--- src/rtl/draw_rect_spans_pkg.sv ---
// Shared graphics types for draw sequencers: coordinate type, sequencer state
// encoding and the sort/clip helper used for both axes.
package draw_rect_spans_pkg;

  localparam int GFX_CORDW = 16;

  typedef logic signed [GFX_CORDW-1:0] coord_t;

  typedef enum logic [2:0] {
    ST_IDLE,
    ST_INIT,
    ST_ISSUE,
    ST_WAIT,
    ST_DONE
  } draw_state_e;

  typedef struct packed {
    coord_t lo;
    coord_t hi;
    logic   empty;
  } span_clip_t;

  localparam coord_t COORD_ZERO = '0;

  // Orders the two endpoints, then clamps them to 0..maxv.
  // The result is flagged empty when the ordered range misses 0..maxv entirely.
  function automatic span_clip_t clamp_span(input coord_t a, input coord_t b,
                                            input coord_t maxv);
    coord_t     lo;
    coord_t     hi;
    span_clip_t r;
    lo      = (a < b) ? a : b;
    hi      = (a < b) ? b : a;
    r.empty = (hi < COORD_ZERO) || (lo > maxv);
    r.lo    = (lo < COORD_ZERO) ? COORD_ZERO : lo;
    r.hi    = (hi > maxv) ? maxv : hi;
    return r;
  endfunction

endpackage

--- src/rtl/draw_rect_spans.sv ---
// Filled-rectangle span scheduler: sorts and clips a rectangle to the screen,
// then hands one horizontal span per row to the downstream 1D drawer.
module draw_rect_spans
  import draw_rect_spans_pkg::*;
#(
  parameter int CORDW = GFX_CORDW,
  parameter int H_RES = 640,
  parameter int V_RES = 480
) (
  input  logic                    clk,
  input  logic                    rst,
  input  logic                    start,
  input  logic signed [CORDW-1:0] x0,
  input  logic signed [CORDW-1:0] y0,
  input  logic signed [CORDW-1:0] x1,
  input  logic signed [CORDW-1:0] y1,
  output logic                    span_start,
  output logic signed [CORDW-1:0] span_x0,
  output logic signed [CORDW-1:0] span_x1,
  output logic signed [CORDW-1:0] span_y,
  input  logic                    span_done,
  output logic                    busy,
  output logic                    done
);

  localparam coord_t H_MAX = coord_t'(H_RES - 1);
  localparam coord_t V_MAX = coord_t'(V_RES - 1);

  draw_state_e state_q, state_d;
  coord_t      x0_q, x0_d, y0_q, y0_d, x1_q, x1_d, y1_q, y1_d;
  coord_t      cy1_q, cy1_d;
  coord_t      span_x0_q, span_x0_d, span_x1_q, span_x1_d, span_y_q, span_y_d;
  logic        span_start_q, span_start_d;
  logic        busy_q, busy_d;
  logic        done_q, done_d;

  span_clip_t  x_clip, y_clip;

  assign x_clip = clamp_span(x0_q, x1_q, H_MAX);
  assign y_clip = clamp_span(y0_q, y1_q, V_MAX);

  always_ff @(posedge clk or posedge rst) begin
    if (rst) begin
      state_q      <= ST_IDLE;
      x0_q         <= '0;
      y0_q         <= '0;
      x1_q         <= '0;
      y1_q         <= '0;
      cy1_q        <= '0;
      span_x0_q    <= '0;
      span_x1_q    <= '0;
      span_y_q     <= '0;
      span_start_q <= 1'b0;
      busy_q       <= 1'b0;
      done_q       <= 1'b0;
    end else begin
      state_q      <= state_d;
      x0_q         <= x0_d;
      y0_q         <= y0_d;
      x1_q         <= x1_d;
      y1_q         <= y1_d;
      cy1_q        <= cy1_d;
      span_x0_q    <= span_x0_d;
      span_x1_q    <= span_x1_d;
      span_y_q     <= span_y_d;
      span_start_q <= span_start_d;
      busy_q       <= busy_d;
      done_q       <= done_d;
    end
  end

  // Pulse outputs are decoded on the transition so they appear registered
  // in the cycle the FSM enters ISSUE or DONE.
  always_comb begin
    state_d      = state_q;
    x0_d         = x0_q;
    y0_d         = y0_q;
    x1_d         = x1_q;
    y1_d         = y1_q;
    cy1_d        = cy1_q;
    span_x0_d    = span_x0_q;
    span_x1_d    = span_x1_q;
    span_y_d     = span_y_q;
    span_start_d = 1'b0;
    busy_d       = busy_q;
    done_d       = 1'b0;
    case (state_q)
      ST_IDLE: begin
        if (start) begin
          x0_d    = x0;
          y0_d    = y0;
          x1_d    = x1;
          y1_d    = y1;
          busy_d  = 1'b1;
          state_d = ST_INIT;
        end
      end
      ST_INIT: begin
        if (x_clip.empty || y_clip.empty) begin
          busy_d  = 1'b0;
          done_d  = 1'b1;
          state_d = ST_DONE;
        end else begin
          span_x0_d    = x_clip.lo;
          span_x1_d    = x_clip.hi;
          span_y_d     = y_clip.lo;
          cy1_d        = y_clip.hi;
          span_start_d = 1'b1;
          state_d      = ST_ISSUE;
        end
      end
      ST_ISSUE: state_d = ST_WAIT;
      ST_WAIT: begin
        if (span_done) begin
          if (span_y_q == cy1_q) begin
            busy_d  = 1'b0;
            done_d  = 1'b1;
            state_d = ST_DONE;
          end else begin
            span_y_d     = span_y_q + coord_t'(1);
            span_start_d = 1'b1;
            state_d      = ST_ISSUE;
          end
        end
      end
      ST_DONE: state_d = ST_IDLE;
      default: state_d = ST_IDLE;
    endcase
  end

  assign span_start = span_start_q;
  assign span_x0    = span_x0_q;
  assign span_x1    = span_x1_q;
  assign span_y     = span_y_q;
  assign busy       = busy_q;
  assign done       = done_q;

endmodule
--- config.mk ---
export PLATFORM = sky130hd
export DESIGN_NAME = draw_rect_spans
export DESIGN_NICKNAME = d
export VERILOG_FILES = /design/src/rtl/draw_rect_spans_pkg.sv /design/src/rtl/draw_rect_spans.sv
export SDC_FILE = /design/constraint.sdc
export NUM_CORES = 1
export LEC_CHECK = 0
export BUFFER_PORTS_ARGS = -buffer_cell sky130_fd_sc_hd__buf_2
export CAP_MARGIN = 10
export CORE_MARGIN = 5
export CORE_UTILIZATION = 57
export DETAILED_ROUTE_END_ITERATION = 6
export PLACE_DENSITY = 0.89
export SETUP_SLACK_MARGIN = 0.05
export SKIP_LAST_GASP = 1
export SLEW_MARGIN = 10
export SYNTH_ARGS = -nofsm -noshare
export SYNTH_HDL_FRONTEND = slang
export SYNTH_SLANG_ARGS = --single-unit
--- constraint.sdc ---
create_clock -name clk -period 5 [get_ports clk]
set_input_delay 0 -clock clk [delete_from_list [all_inputs] [get_ports clk]]
set_output_delay 0 -clock clk [all_outputs]
set_load 0.02 [all_outputs]
==> results of run 1 <==
## logic make-up (layout without fill, tap and decap cells)
kind of cell	after synthesis	after routing	synth area share
AOI/OAI and AO/OA	174	174	0.1623
and+or+nand+nor	198	198	0.1408
other	1	4	0.0005423
muxes	59	59	0.09372
xor gates and xnor gates	18	18	0.02280
DFF	133	133	0.4813
buffers and inverters	73	265	0.04252
adders and majority gates	31	31	0.05609
## synthesized netlist by cell type, types with 19 or more instances
cell type / instances
clkbuf_1: 22
mux2_2: 37
o21ai_0: 50
dfrtp_1: 133
nor3_1: 25
inv_1: 43
a21oi_1: 36
nor2_1: 45
nand2_1: 57
ha_1: 31
and2_1: 19
a31oi_1: 22
## tightest hold or removal path, cell delays in order
cell and delay, ps:
dlygate4sd3_1 530, buf_2 130, inv_4 550
## worst max-delay path by stage
stage,from,endpoint,slack [ps]
2_1_floorplan,rst,busy$_DFFE_PP0P_,1450
3_3_place_gp,y1_q[15]$_DFFE_PP0P_,span_y[2]$_DFFE_PP0P_,1010
3_5_place_dp,y1_q[15]$_DFFE_PP0P_,span_y[2]$_DFFE_PP0P_,930
4_1_cts,y1_q[15]$_DFFE_PP0P_,span_y[2]$_DFFE_PP0P_,890
5_1_grt,y1_q[15]$_DFFE_PP0P_,cy1_q[8]$_DFFE_PP0P_,470
6_report,y0_q[15]$_DFFE_PP0P_,span_y[2]$_DFFE_PP0P_,720
## report_power, final
group | internal [W] | switching (W) | leakage (nW)
logic | 0.00124 | 0.00204 | 2.15
clock network | 0.000970 | 0.000451 | 0.326
registers | 0.00151 | 0.000471 | 1.66
total | 0.00372 | 0.00296 | 4.14
## state kept, by name, summed over array words and instances, names as in the netlist, 15 cells and up
name / flops
span_y: 16
y0_q: 16
x1_q: 16
y1_q: 16
cy1_q: 16
span_x0: 15
x0_q: 16
span_x1: 16
## layer usage
metal | vias to the layer above | track usage
li1 | 2840 | -
met1 | 3026 | 0.3761
met2 | 412 | 0.4777
met3 | 116 | 0.08200
met4 | 0 | 0.1346
met5 | - | 0
## layout make-up
type	instances	area share
well taps	147	0.02053
multi-input cells	481	0.3682
diodes	3	0.0008379
clock inverters	9	0.02206
inverters	44	0.01871
clock buffers	22	0.05293
flip-flops and latches	133	0.3715
repair buffers	190	0.1452
## stage by stage
| stage | worst slack [ps] | utilization | instances | total power [W] |
|---|---|---|---|---|
| 6_report | 718.9 | 0.7491 | 1029 | 0.006682 |
| 5_1_grt | 465.6 | 0.7491 | 1029 | 0.007049 |
| 4_1_cts | 888.0 | 0.7484 | 1026 | 0.006495 |
| 3_5_place_dp | 929.3 | 0.6362 | 928 | 0.004957 |
| 3_3_place_gp | 1010 | 0.6362 | 928 | 0.004847 |
| 2_1_floorplan | 1446 | - | 687 | 0.004123 |
==> results.yml, run 1 <==
timing:
  setup_tns_ps: 0
  hold_ws_ps: 287.9
  setup_viol_count_final: 0
  max_freq_mhz: 233.6
  slew-limit-headroom: 0.2707
  final.setup_skew_ps: 11.72
  hold_viol: 0
  slew_viol_final: 0
  finalCritPeriodShare: 0.8562
  min_period_ps: 4281
  tightest_slew_ps: 1066
  rsz0062_at_grt: "false"
final_layout:
  final_cell_mix: "dfrtp_1 (133), buf_2 (117), dlygate4sd3_1 (67), nand2_1 (57), o21ai_0 (50)"
  multiInputGateArea_sq_um: 3299
  final_common_cell: "dfrtp_1"
  final_nets: 966
  fill_cells: 735
  seqCellArea_sq_um: 3328
  syn2layout_area_growth_pct: 29.56
  drive_above_1_share: 0.2264
  fin_area_sq_um: 8960
floorplanning:
  die_w_um: 120.1
  coreArea_sq_um: 11960
  fp.dieH_um: 120.1
  initial_core_util: 0.5781
  dieArea_sq_um: 14430
  ioPinCount: 119
  rows: 40
outcome:
  status: "completed"
power_and_ir_drop:
  leakage_nw: 4.136
  irDropWorstVdd_v: 0.0004159
  p_per_area_nw_per_um2: 745.8
logic_synthesis:
  ys.flop_type: "dfrtp_1"
  netlist_top_cells_area: "dfrtp_1 (48%), mux2_2 (6.0%), ha_1 (5.6%)"
  synth_seq_cells: 133
  synth.distinct_cells: 61
  yosys.area.top_type_share: 0.4813
  synth_top_cell_by_area: "dfrtp_1"
  netlist_area_sq_um: 6915
  synth-seq-area-share: 0.4813
  syn_avg_cell_area_sq_um: 10.07
  async_reset_ff_frac: 1.000
  synth-edff-count: 0
  synth_nets: 786
  yosys_warnings: 0
  netlist_instances: 687
clock_network:
  cts.clk_slew.worst_paths_ps: 60
  cts-resized-gates: 0
  clockRootBuffer: "clkbuf_16"
  post-cts-setup-buffers: 0
  cts_max_path_buffers: 2
  insertion_delay_ps: 420
  cts_inserted_buffers: 17
  cts_sinks: 133
  hold_buffers: 67
  h-tree-depth: 4
  cts_tree: "built"
routing:
  wl_per_cell_um: 20.55
  wl_um: 21150
  top_layer_used: "met4"
  dr.pass1.iters: 6
  wl_met3_um: 1785
  wl_met2_um: 10280
  wl_met1_um: 8038
  drc: 0
  drtIter0Drc: 792
  via_per_inst: 6.214
  ant_nets: 0
  vias: 6394
global_route:
  grt_pass1_vias: 6371
  grt_max_degree: 99
  antenna_found_initial: 2
  grt_pass1_wl_um: 33320
  grt_usage: 0.2976
  overflow: 0
critical_path:
  r2r_cells: 9
  rrSetupSlack_ps: 720
  crit_slowest_cell: "a211oi_4"
  cp.depth: 9
  start_kind: "flip-flop"
  critical_path_arrival_ps: 4580
  timing.rr.start: "y0_q[15]$_DFFE_PP0P_"
  worstPathCellList: "ha_1, nand4_1, o311ai_1, a21oi_1, a211oi_4, mux2_4, nand3_1, buf_4, a311o_1"
  worstPathMaxFanout: 27
  cp_num_buf_inv: 1
  path_class: "reg2reg"
  crit_path_end_kind: "flip-flop"
  required_ps: 5300
  reg2reg_to: "span_y[2]$_DFFE_PP0P_"
  critPathTopFamily: "compound AO/OA/AOI/OAI gates"
  crit_path_max_incr_delay_ps: 880
place:
  gp_congestion: 0.9736
  portBuffers: 117
  dp_hpwl_um: 12650
  placed_area_sq_um: 7610
flow_run:
  drv_cap: 0
hold_path:
  hold_class: "in2async"
Power figures use the tool's default switching activity.
==> inputs of run 2 (changes only) <==
--- a/config.mk
+++ b/config.mk
@@ -5,12 +5,14 @@
 export SDC_FILE = /design/constraint.sdc
 export NUM_CORES = 1
 export LEC_CHECK = 0
+export ABC_AREA = 1
 export BUFFER_PORTS_ARGS = -buffer_cell sky130_fd_sc_hd__buf_2
 export CAP_MARGIN = 10
 export CORE_MARGIN = 5
 export CORE_UTILIZATION = 57
 export DETAILED_ROUTE_END_ITERATION = 6
-export PLACE_DENSITY = 0.89
+export GPL_TIMING_DRIVEN = 0
+export PLACE_DENSITY = 0.88
 export SETUP_SLACK_MARGIN = 0.05
 export SKIP_LAST_GASP = 1
 export SLEW_MARGIN = 10
==> results.yml, run 2 <==
logic_synthesis:
  synth-edff-count: 0
  ys.flop_type: "dfrtp_1"
  synth_top_cell_by_area: "dfrtp_1"
  netlist_instances: 922
  syn_avg_cell_area_sq_um: 7.864
  yosys.area.top_type_share: 0.4590
  ys_top_cells_by_count: "nand2_1 (203), dfrtp_1 (133), inv_1 (124)"
  synth_nets: 1021
  synth_seq_cells: 133
  synth-seq-area-share: 0.4590
  netlist_top_cells_area: "dfrtp_1 (46%), nand2_1 (11%), inv_1 (6.4%)"
  synth.distinct_cells: 39
  yosys_warnings: 0
  async_reset_ff_frac: 1.000
  netlist_area_sq_um: 7251
  yosysMostFrequentCell: "nand2_1"
critical_path:
  crit_slowest_cell: "clkbuf_1"
  critical_path_arrival_ps: 3640
  worstPathMaxFanout: 10
  required_ps: 5270
  worstPathCellList: "inv_1, ha_1, nand2_1, inv_1, o21ai_0, a21oi_1, nor2_4, nand2_2, nand2_4, nand2_2, buf_4, o21ai_1, nor2_1, nand3_1, nand2_1, nand3_2, clkbuf_1, o21ai_0"
  rrSetupSlack_ps: 1630
  path_class: "reg2reg"
  start_kind: "flip-flop"
  crit_path_max_incr_delay_ps: 530
  crit_path_end_kind: "flip-flop"
timing:
  finalCritPeriodShare: 0.6743
  slew_viol_final: 0
  final.setup_skew_ps: 8.458
  min_period_ps: 3372
  hold_viol: 0
  hold_ws_ps: 13.76
  rsz0062_at_grt: "false"
  slew-limit-headroom: 0.4902
  setup_tns_ps: 0
  setup_ws_ps: 1628
  tightest_slew_ps: 764.7
  max_freq_mhz: 296.6
  setup_viol_count_final: 0
place:
  dpl.cell_count: 1212
  gp_congestion: 0.9421
  placed_area_sq_um: 8084
  portBuffers: 117
  dp_hpwl_um: 13930
  pre_cts_slack_ps: 1824
clock_network:
  cts-resized-gates: 0
  post-cts-setup-buffers: 0
  h-tree-depth: 4
  cts_max_path_buffers: 2
  cts_sinks: 133
  insertion_delay_ps: 420
  clockRootBuffer: "clkbuf_16"
  cts_inserted_buffers: 17
  cts_tree: "built"
  cts.clk_slew.worst_paths_ps: 60
global_route:
  overflow: 0
  grt_pass1_wl_um: 35310
  grt_max_degree: 68
  grt_usage: 0.3037
  antenna_found_initial: 1
  grt_pass1_vias: 7297
routing:
  wl_per_cell_um: 16.74
  ant_nets: 0
  wl_um: 21940
  vias: 7289
  drc: 0
  drtIter0Drc: 899
  dr.pass1.iters: 6
  via_per_inst: 5.560
floorplanning:
  die_w_um: 122.8
  rows: 41
  ioPinCount: 119
  initial_core_util: 0.5769
  dieArea_sq_um: 15080
  coreArea_sq_um: 12570
  fp.dieH_um: 122.8
final_layout:
  fin_area_sq_um: 9368
  final_nets: 1224
  syn2layout_area_growth_pct: 29.20
  final_common_cell: "nand2_1"
  instances_no_fill: 1311
  final_cell_mix: "nand2_1 (203), dfrtp_1 (133), buf_2 (125), inv_1 (123), nor2_1 (107)"
  drive_above_1_share: 0.1784
  multiInputGateArea_sq_um: 3243
  fill_cells: 862
  seqCellArea_sq_um: 3328
power_and_ir_drop:
  irDropWorstVdd_v: 0.0003847
  p_per_area_nw_per_um2: 791.8
  leakage_nw: 4.973
hold_path:
  hold_class: "in2reg"
flow_run:
  drv_cap: 0
outcome:
  status: "completed"
run 2: routing by layer:
layer  vias to the layer above  global-route usage  part of all wire
met5                         -                   0                 0
met4                         0              0.1714             0.053
met3                       124             0.07235             0.074
met2                       369              0.5005              0.49
met1                      3422              0.3648              0.38
li1                       3374                   -                 -
run 2: critical path, delay by kind of cell, from the launching register on:
family,cells,cell delay [ps]
compound gates,4,790
fa+ha+maj,1,280
buf+inv,4,890
flops,1,360
simple gates,9,890
run 2: cells by family (layout without fill, tap and decap cells):
logic type | count (synthesis) | after routing | share of synthesized area
compound gates | 193 | 193 | 0.1427
xor+xnor | 15 | 15 | 0.01812
fa+ha+maj | 31 | 31 | 0.05349
buf+inv | 162 | 378 | 0.09370
flops | 133 | 133 | 0.4590
mux | 12 | 12 | 0.01864
other cells | 1 | 2 | 0.0005172
simple gates | 375 | 375 | 0.2138
run 2: final timing paths:
kind,startpoint,to,depth (start not counted)
hold / removal,start,state_q[0]$_DFFE_PP0P_,6
setup reg to reg,y1_q[9]$_DFFE_PP0P_,span_x0[8]$_DFFE_PP0P_,18
max in group asynchronous,rst,y0_q[13]$_DFFE_PP0P_,4
hold reg to reg,span_x0[11]$_DFFE_PP0P_,span_x0[11]$_DFFE_PP0P_,2
setup / recovery,y1_q[9]$_DFFE_PP0P_,span_x0[8]$_DFFE_PP0P_,18
min in group asynchronous,rst,span_x0[12]$_DFFE_PP0P_,3
run 2: timing repair:
item | in CTS | in global routing
endpoints found under the hold margin | 132 | 0
hold buffers | 66 | 0
setup endpoints to repair | 0 | 0
run 2: where the power goes:
part           switching (W)  internal [W]
sequential          0.000354       0.00152
clock               0.000459      0.000846
combinational        0.00280       0.00144
run 2: metrics by stage:
stage	total power [W]	utilization
2_1_floorplan	0.004773	-
3_3_place_gp	0.005692	0.6406
3_5_place_dp	0.005845	0.6432
4_1_cts	0.007242	0.7451
5_1_grt	0.007976	0.7453
6_report	0.007417	0.7453
run 2: cell type report:
class,instances,area share
Tap cell,172,0.02297
Clock buffer,23,0.05316
Multi-Input combinational cell,627,0.3462
Timing Repair Buffer,184,0.1360
Sequential cell,133,0.3553
Buffer,37,0.02244
Antenna cell,1,0.0002671
Clock inverter,9,0.01309
Inverter,125,0.05062
